File: config.mk
export PLATFORM = sky130hd
export DESIGN_NAME = masked_serial_adder
export DESIGN_NICKNAME = d
export VERILOG_FILES = /design/src/rtl/masked_serial_adder.sv
export SDC_FILE = /design/constraint.sdc
export NUM_CORES = 1
export LEC_CHECK = 0
export ABC_CLOCK_PERIOD_IN_PS = 2600
export BUFFER_PORTS_ARGS = -buffer_cell sky130_fd_sc_hd__buf_4
export CAP_MARGIN = 10
export CORE_MARGIN = 2
export CORE_UTILIZATION = 35
export DETAILED_ROUTE_END_ITERATION = 10
export PLACE_DENSITY = 0.63
export SYNTH_ARGS = -nofsm -noshare
export SYNTH_HDL_FRONTEND = slang
export SYNTH_HIERARCHICAL = 1
export SYNTH_SLANG_ARGS = --single-unit
File: constraint.sdc
create_clock -name clk -period 2.6 [get_ports clk]
set_input_delay 0.78 -clock clk [delete_from_list [all_inputs] [get_ports clk]]
set_output_delay 0.78 -clock clk [all_outputs]
set_load 0.02 [all_outputs]
File: src/rtl/masked_serial_adder.sv
// rtl/masked_serial_adder.sv - bit-serial d-share Boolean-masked ripple-carry adder

// masked_and_hpc2 - HPC2-style masked AND with one register stage of partial products
module masked_and_hpc2 #(
    parameter int d = 2
) (
    input  logic                   clk,
    input  logic                   rst_n,
    input  logic [d-1:0]           a,
    input  logic [d-1:0]           b,
    input  logic [d*(d-1)/2-1:0]   r,
    output logic [d-1:0]           c
);

    // Each cross term a_i*(b_j^r_ij) and ~a_i*r_ij gets its own flop so the
    // output XOR tree only ever combines registered, individually masked terms.
    logic [d-1:0][d-1:0] t_a;
    logic [d-1:0][d-1:0] t_n;

    // r_ij is shared by the (i,j) and (j,i) terms so it cancels on recombination.
    function automatic int pair_idx(input int i, input int j);
        int lo;
        int hi;
        lo = (i < j) ? i : j;
        hi = (i < j) ? j : i;
        return lo * d - (lo * (lo + 1)) / 2 + (hi - lo - 1);
    endfunction

    // Register all partial products of the current operand shares.
    always_ff @(posedge clk) begin
        if (!rst_n) begin
            t_a <= '0;
            t_n <= '0;
        end else begin
            for (int i = 0; i < d; i++) begin
                for (int j = 0; j < d; j++) begin
                    if (i == j) begin
                        t_a[i][j] <= a[i] & b[i];
                        t_n[i][j] <= 1'b0;
                    end else begin
                        t_a[i][j] <= a[i] & (b[j] ^ r[pair_idx(i, j)]);
                        t_n[i][j] <= ~a[i] & r[pair_idx(i, j)];
                    end
                end
            end
        end
    end

    // Compress each output share from its own row of registered terms.
    always_comb begin
        c = '0;
        for (int i = 0; i < d; i++) begin
            c[i] = (^t_a[i]) ^ (^t_n[i]);
        end
    end

endmodule

// masked_serial_adder - one masked full-adder step every AND/ACC cycle pair
module masked_serial_adder #(
    parameter int d     = 2,
    parameter int WIDTH = 16
) (
    input  logic                 clk,
    input  logic                 rst_n,
    input  logic                 start,
    input  logic [d*WIDTH-1:0]   a_in,
    input  logic [d*WIDTH-1:0]   b_in,
    input  logic [d*(d-1)-1:0]   rnd,
    output logic [d*WIDTH-1:0]   sum_out,
    output logic [d-1:0]         cout_out,
    output logic                 busy,
    output logic                 done
);

    localparam int HALF = d * (d - 1) / 2;
    localparam int CW   = (WIDTH > 1) ? $clog2(WIDTH) : 1;

    typedef enum logic [1:0] {S_IDLE, S_AND, S_ACC, S_FIN} state_t;

    state_t state;
    state_t state_next;

    // Share j of bit i lives at [j][i], matching the flat j*WIDTH+i port layout.
    logic [d-1:0][WIDTH-1:0] a_reg;
    logic [d-1:0][WIDTH-1:0] b_reg;
    logic [d-1:0][WIDTH-1:0] sum_reg;
    logic [d-1:0][WIDTH-1:0] sum_final;
    logic [d-1:0]            carry;
    logic [d-1:0]            carry_next;
    logic [CW-1:0]           cnt;
    logic                    last_bit;

    logic [d-1:0] a_bit;
    logic [d-1:0] b_bit;
    logic [d-1:0] ab_bit;
    logic [d-1:0] sum_bit;
    logic [d-1:0] and_ab;
    logic [d-1:0] and_cx;

    assign last_bit = (cnt == CW'(WIDTH - 1));

    // Select the shares of the current bit and form the share-wise sum bit.
    always_comb begin
        a_bit     = '0;
        b_bit     = '0;
        sum_final = sum_reg;
        for (int j = 0; j < d; j++) begin
            a_bit[j] = a_reg[j][cnt];
            b_bit[j] = b_reg[j][cnt];
        end
        ab_bit  = a_bit ^ b_bit;
        sum_bit = ab_bit ^ carry;
        for (int j = 0; j < d; j++) begin
            sum_final[j][cnt] = sum_bit[j];
        end
    end

    masked_and_hpc2 #(.d(d)) u_and_ab (
        .clk   (clk),
        .rst_n (rst_n),
        .a     (a_bit),
        .b     (b_bit),
        .r     (rnd[HALF-1:0]),
        .c     (and_ab)
    );

    masked_and_hpc2 #(.d(d)) u_and_cx (
        .clk   (clk),
        .rst_n (rst_n),
        .a     (carry),
        .b     (ab_bit),
        .r     (rnd[2*HALF-1:HALF]),
        .c     (and_cx)
    );

    // Carry update uses only XORs of gadget outputs, never recombined shares.
    assign carry_next = and_ab ^ and_cx;

    // State register.
    always_ff @(posedge clk) begin
        if (!rst_n) begin
            state <= S_IDLE;
        end else begin
            state <= state_next;
        end
    end

    // Next-state and status outputs; done is visible during the FIN cycle.
    always_comb begin
        state_next = state;
        busy       = 1'b0;
        done       = 1'b0;
        unique case (state)
            S_IDLE: begin
                if (start) begin
                    state_next = S_AND;
                end
            end
            S_AND: begin
                busy       = 1'b1;
                state_next = S_ACC;
            end
            S_ACC: begin
                busy       = 1'b1;
                state_next = last_bit ? S_FIN : S_AND;
            end
            S_FIN: begin
                done       = 1'b1;
                state_next = S_IDLE;
            end
            default: state_next = S_IDLE;
        endcase
    end

    // Operand latch, per-bit accumulate, and result publish on the last ACC.
    always_ff @(posedge clk) begin
        if (!rst_n) begin
            a_reg    <= '0;
            b_reg    <= '0;
            sum_reg  <= '0;
            carry    <= '0;
            cnt      <= '0;
            sum_out  <= '0;
            cout_out <= '0;
        end else begin
            unique case (state)
                S_IDLE: begin
                    if (start) begin
                        a_reg   <= a_in;
                        b_reg   <= b_in;
                        sum_reg <= '0;
                        carry   <= '0;
                        cnt     <= '0;
                    end
                end
                S_ACC: begin
                    sum_reg <= sum_final;
                    carry   <= carry_next;
                    if (last_bit) begin
                        sum_out  <= sum_final;
                        cout_out <= carry_next;
                    end else begin
                        cnt <= cnt + 1'b1;
                    end
                end
                default: begin
                end
            endcase
        end
    end

endmodule

==> impl_metrics.yaml, run 1 <==
critical_path:
  cp_slowest_cell: "mux4_1"
  crit_type: "register to register"
  cp-start-kind: "register"
  crit_chain: "buf_4 > mux4_1 > mux2i_4 > xnor3_1 > nor2_4 > a32o_1"
  arrival_ns: 2.84
  worstPathMaxFanout: 7
  required_ns: 2.96
  worst-path-buf-inv: 1
  slowest_delay_ns: 0.61
  endpoint_kind: "register"
  critPathTopFamily: "multiplexers"
floorplan:
  design.die.area_sq_um: 19230
  ios: 105
  initial_core_util: 0.3546
  core_area_sq_um: 17900
  die_x_microns: 138.7
  dieHeight_microns: 138.7
  rows: 49
timing:
  skew_ns: 0.01473
  worstMarginPinSlew_ns: 1.079
  hold_viol_final: 0
  max_slew_margin: 0.2806
  finalWorstSetupSlack_ns: 0.1159
  rsz0062_at_grt: "no"
  finalSetupViolations: 0
  final_max_slew_viol_count: 0
  fin_crit_sh: 0.9554
  tns_ns: 0
  period_needed_ns: 2.484
  max_freq_mhz: 402.6
logic_synthesis:
  yosys_register_bits: 148
  synth-edff-count: 0
  yosys_warnings: 6
  postSynthCellCount: 717
  synth_cell_types: 40
  synth_area_sq_um: 6347
  synth_fp_nets: 793
  synth-async-reset-ratio: 0
  yosys_most_used_dff: "dfxtp_1"
  syn_area_per_cell_sq_um: 8.853
  seq_area_frac_synth: 0.4668
global_routing:
  grt_pass1_vias: 5017
  grt_pass1_wl_microns: 25140
  grt.total_usage: 0.1606
  antenna_found_initial: 0
  grt_max_degree: 66
  overflow: 0
route:
  dr.pass1.iters: 5
  vias: 5168
  via_per_inst: 4.908
  finalWirelength_microns: 15300
  ant_nets: 0
  drt-initial-drc-count: 314
  drcViolationCount: 0
  wl_per_cell_microns: 14.53
clock_tree:
  worstSkewPairLatency_ns: 0.42
  hold_buffers: 0
  numCtsBuffers: 17
  cts_tree: "yes"
  cts_buffer_depth: 2
  cts_htree_levels: 4
  cts_root_buffer: "clkbuf_16"
  cts_resized: 0
  clkTransAtPathRegs_ns: 0.06
  cts_setup_buffers: 0
  cts_num_sinks: 148
worst_hold_path:
  hp-class: "register to register"
placed_design:
  place_congestion: 0.7770
  portBuffers: 104
  dp_worst_setup_slack_ns: 0.1138
  dp_hpwl_microns: 10600
layout:
  multi_input_area_sq_um: 3157
  syn_to_final_growth_pct: 26.59
  fillers: 1782
  diodes: 0
  num-nets-final: 887
  regArea_sq_um: 2963
  drive_gt1_frac: 0.2184
flow_run:
  cap_viol_max_count: 0
pwr:
  power.total_w: 0.006099
  p_leak_nw: 3.162
  power_density_nw_per_um2: 759.0
  ir_drop_mv: 0.5219
status:
  status: "finished, final reports clean"
==> final cells by class <==
cell class                      instances  share of cell area
Clock buffer                           20             0.05559
Sequential cell                       148              0.3687
Tap cell                              229             0.03566
Clock inverter                         12             0.02227
Timing Repair Buffer                  126              0.1224
Multi-Input combinational cell        513              0.3929
Inverter                                5            0.002491
==> stage by stage <==
step           hold slack, ns    util  cell area, sq um  cells
2_1_floorplan          0.4315       -              6347    717
3_3_place_gp           0.4411  0.4139              7410   1021
3_5_place_dp           0.4461  0.4139              7410   1021
4_1_cts                0.4529  0.4488              8035   1053
5_1_grt                0.4710  0.4488              8035   1053
6_report               0.4505  0.4488              8035   1053
==> metal layers <==
metal | global-route usage | wire, microns
met1 | 0.2182 | 7449
met4 | 0.05635 | 202
met5 | 0 | 0
met3 | 0.03488 | 660
met2 | 0.2540 | 6982
==> worst reg2reg max path: cells and delay by family, from the launching register on <==
family	cells	cell delay, ns
xor gates and xnor gates	1	0.51
muxes	2	0.86
buffers and inverters	1	0.22
DFF	1	0.41
AOI/OAI and AO/OA	1	0.19
and+or+nand+nor	1	0.24
==> cells in the mapped netlist, drive strengths merged (5+ instances only) <==
cell	instances	share of area
a21oi	113	0.089
clkbuf	35	0.021
xnor2	19	0.029
nor2	41	0.025
dfxtp	148	0.47
o21ai	6	0.0047
buf	16	0.013
o22ai	6	0.0059
nand3	31	0.024
ha	7	0.014
o2bb2ai	7	0.017
xor2	9	0.012
nand2	177	0.10
inv	5	0.0030
mux4	14	0.054
a22o	19	0.026
mux2i	25	0.043
and3	17	0.017
==> cells by family (layout without fill, tap and decap cells) <==
logic type | after synthesis | in the layout | synth area share
DFF | 148 | 148 | 0.4668
AOI/OAI and AO/OA | 161 | 161 | 0.1563
adders and majority gates | 7 | 7 | 0.01380
and+or+nand+nor | 276 | 276 | 0.1814
buffers and inverters | 56 | 163 | 0.03647
xor gates and xnor gates | 30 | 30 | 0.04810
muxes | 39 | 39 | 0.09718
==> layout by cell type, fill, tap and decap left out, types with 3 or more instances in the layout <==
| master | count |
|---|---|
| a21oi_1 | 113 |
| clkinv_2 | 3 |
| a22o_1 | 19 |
| mux2i_1 | 23 |
| ha_1 | 7 |
| a32o_1 | 4 |
| nand3_1 | 31 |
| mux4_1 | 7 |
| xnor2_1 | 17 |
| dfxtp_1 | 148 |
| o21ai_0 | 6 |
| buf_12 | 3 |
| nand2_1 | 176 |
| xor2_1 | 9 |
| bufinv_16 | 4 |
| o22ai_1 | 6 |
| o2bb2ai_2 | 7 |
| clkinvlp_4 | 3 |
| nor2_1 | 40 |
| mux4_2 | 7 |
| clkbuf_16 | 17 |
| buf_4 | 123 |
| and3_1 | 17 |
==> worst paths after layout <==
path	startpoint	endpoint	slack, ns	cells past startpoint
setup / recovery	cnt[1]	sum_reg[10]	0.12	6
hold / removal	sum_out[6]	sum_out[6]	0.45	2
setup reg to reg	cnt[1]	sum_reg[10]	0.12	6
hold reg to reg	sum_out[6]	sum_out[6]	0.45	2
==> power breakdown <==
part / internal, W / switching (W) / leakage [nW]
combinational: 0.000414 / 0.000607 / 1.66
sequential: 0.00241 / 0.0000788 / 1.20
clock: 0.00163 / 0.000956 / 0.297
No activity file was read; power rests on OpenSTA's default activity.
==> run 2: changes to the inputs <==
Settings changed: CORE_UTILIZATION 35 to 46, PLACE_DENSITY 0.63 to 0.76.
==> impl_metrics.yaml, run 2 (same netlist as run 1, synthesis figures left out) <==
floorplan:
  rows: 42
  die_x_microns: 121.5
  design.die.area_sq_um: 14750
  dieHeight_microns: 121.5
  core_area_sq_um: 13350
  initial_core_util: 0.4755
  ios: 105
timing:
  skew_ns: 0.008201
  max_freq_mhz: 402.2
  fin_crit_sh: 0.9562
  final_max_slew_viol_count: 0
  tns_ns: 0
  period_needed_ns: 2.486
  hold_viol_final: 0
  worstMarginPinSlew_ns: 0.5432
  finalSetupViolations: 0
  max_slew_margin: 0.6366
  rsz0062_at_grt: "no"
clock_tree:
  cts_num_sinks: 148
  hold_buffers: 0
  cts_resized: 0
  cts_buffer_depth: 2
  cts_htree_levels: 4
  cts_tree: "yes"
  numCtsBuffers: 17
  cts_setup_buffers: 0
  worstSkewPairLatency_ns: 0.43
  clkTransAtPathRegs_ns: 0.06
  cts_root_buffer: "clkbuf_16"
worst_hold_path:
  min_to: "sum_out[26]"
  hold_depth: 2
  min_from: "sum_out[26]"
  hp-class: "register to register"
layout:
  mostFrequentLayoutCell: "nand2_1"
  stdcell_count: 999
  diodes: 0
  syn_to_final_growth_pct: 25.37
  final_cell_mix: "nand2_1 (176), dfxtp_1 (147), buf_4 (124)"
  drive_gt1_frac: 0.2187
  num-nets-final: 887
route:
  ant_nets: 0
  via_per_inst: 5.366
  wl_per_cell_microns: 15.12
  drt-initial-drc-count: 351
  dr.pass1.iters: 5
  drcViolationCount: 0
  vias: 5361
  finalWirelength_microns: 15110
global_routing:
  antenna_found_initial: 0
  grt_pass1_vias: 5179
  grt_max_degree: 74
  overflow: 0
  grt_pass1_wl_microns: 25040
  grt.total_usage: 0.2161
pwr:
  ir_drop_mv: 0.5225
  power.total_w: 0.006115
  power_density_nw_per_um2: 768.5
  p_leak_nw: 3.171
critical_path:
  rr_startpoint: "cnt[1]"
  regToRegSetupSlack_ns: 0.11
  crit_start: "cnt[1]"
  required_ns: 2.95
  crit_chain: "buf_4 > mux4_1 > mux2i_1 > xnor3_1 > or2_1 > o2bb2ai_2"
  reg2reg_to: "sum_reg[27]"
  endpoint_kind: "register"
  arrival_ns: 2.84
  cp-start-kind: "register"
  worstPathMaxFanout: 7
  crit_type: "register to register"
  cp_slowest_cell: "mux4_1"
  reg2reg_depth: 6
  slowest_delay_ns: 0.55
placed_design:
  portBuffers: 104
  place_congestion: 0.7873
  dp_hpwl_microns: 10570
  dp_cells: 968
flow_run:
  cap_viol_max_count: 0
status:
  status: "finished, final reports clean"
run 2: routing by layer:
layer	vias up	part of all wire	GRT usage
li1	2656	-	-
met1	2548	0.46	0.2827
met2	139	0.47	0.3504
met3	18	0.047	0.04511
met4	0	0.017	0.08405
met5	-	0	0
run 2: power breakdown:
part           switching [W]  internal (W)
Combinational       0.000607      0.000419
Sequential         0.0000893       0.00241
Clock               0.000917       0.00167
run 2: critical path, delay by kind of cell, from the launching register on:
| family | cells | cell delay, ns |
|---|---|---|
| DFF | 1 | 0.33 |
| xor gates and xnor gates | 1 | 0.39 |
| AOI/OAI and AO/OA | 1 | 0.20 |
| and+or+nand+nor | 1 | 0.41 |
| buffers and inverters | 1 | 0.17 |
| muxes | 2 | 0.91 |
run 2: how the worst max path moves through the flow:
stage | endpoint | slack, ns
after floorplan | sum_reg[30] | 0.42
after global placement | sum_reg[25] | 0.21
after detailed placement | sum_reg[26] | 0.14
after CTS | sum_reg[27] | 0.11
after global routing | sum_reg[29] | 0.02
final | sum_reg[27] | 0.11
run 2: area by class of cell:
cell class,instances,area [sq um]
clock buffers,22,474.2
flip-flops and latches,148,2964
inverters,5,20.02
clock inverters,9,151.4
fillers,1158,5390
well taps,176,220.2
repair buffers,126,970.9
multi-input cells,513,3157
run 2: through the flow:
| step | hold WS, ns | area (sq um) | utilization | setup slack (ns) |
|---|---|---|---|---|
| floorplan | 0.4315 | 6347 | - | 0.4173 |
| global placement | 0.4412 | 7332 | 0.5493 | 0.2084 |
| detailed placement | 0.4456 | 7332 | 0.5493 | 0.1374 |
| CTS | 0.4532 | 7958 | 0.5962 | 0.1097 |
| global route | 0.4735 | 7958 | 0.5962 | 0.01580 |
| finish | 0.4513 | 7958 | 0.5962 | 0.1139 |
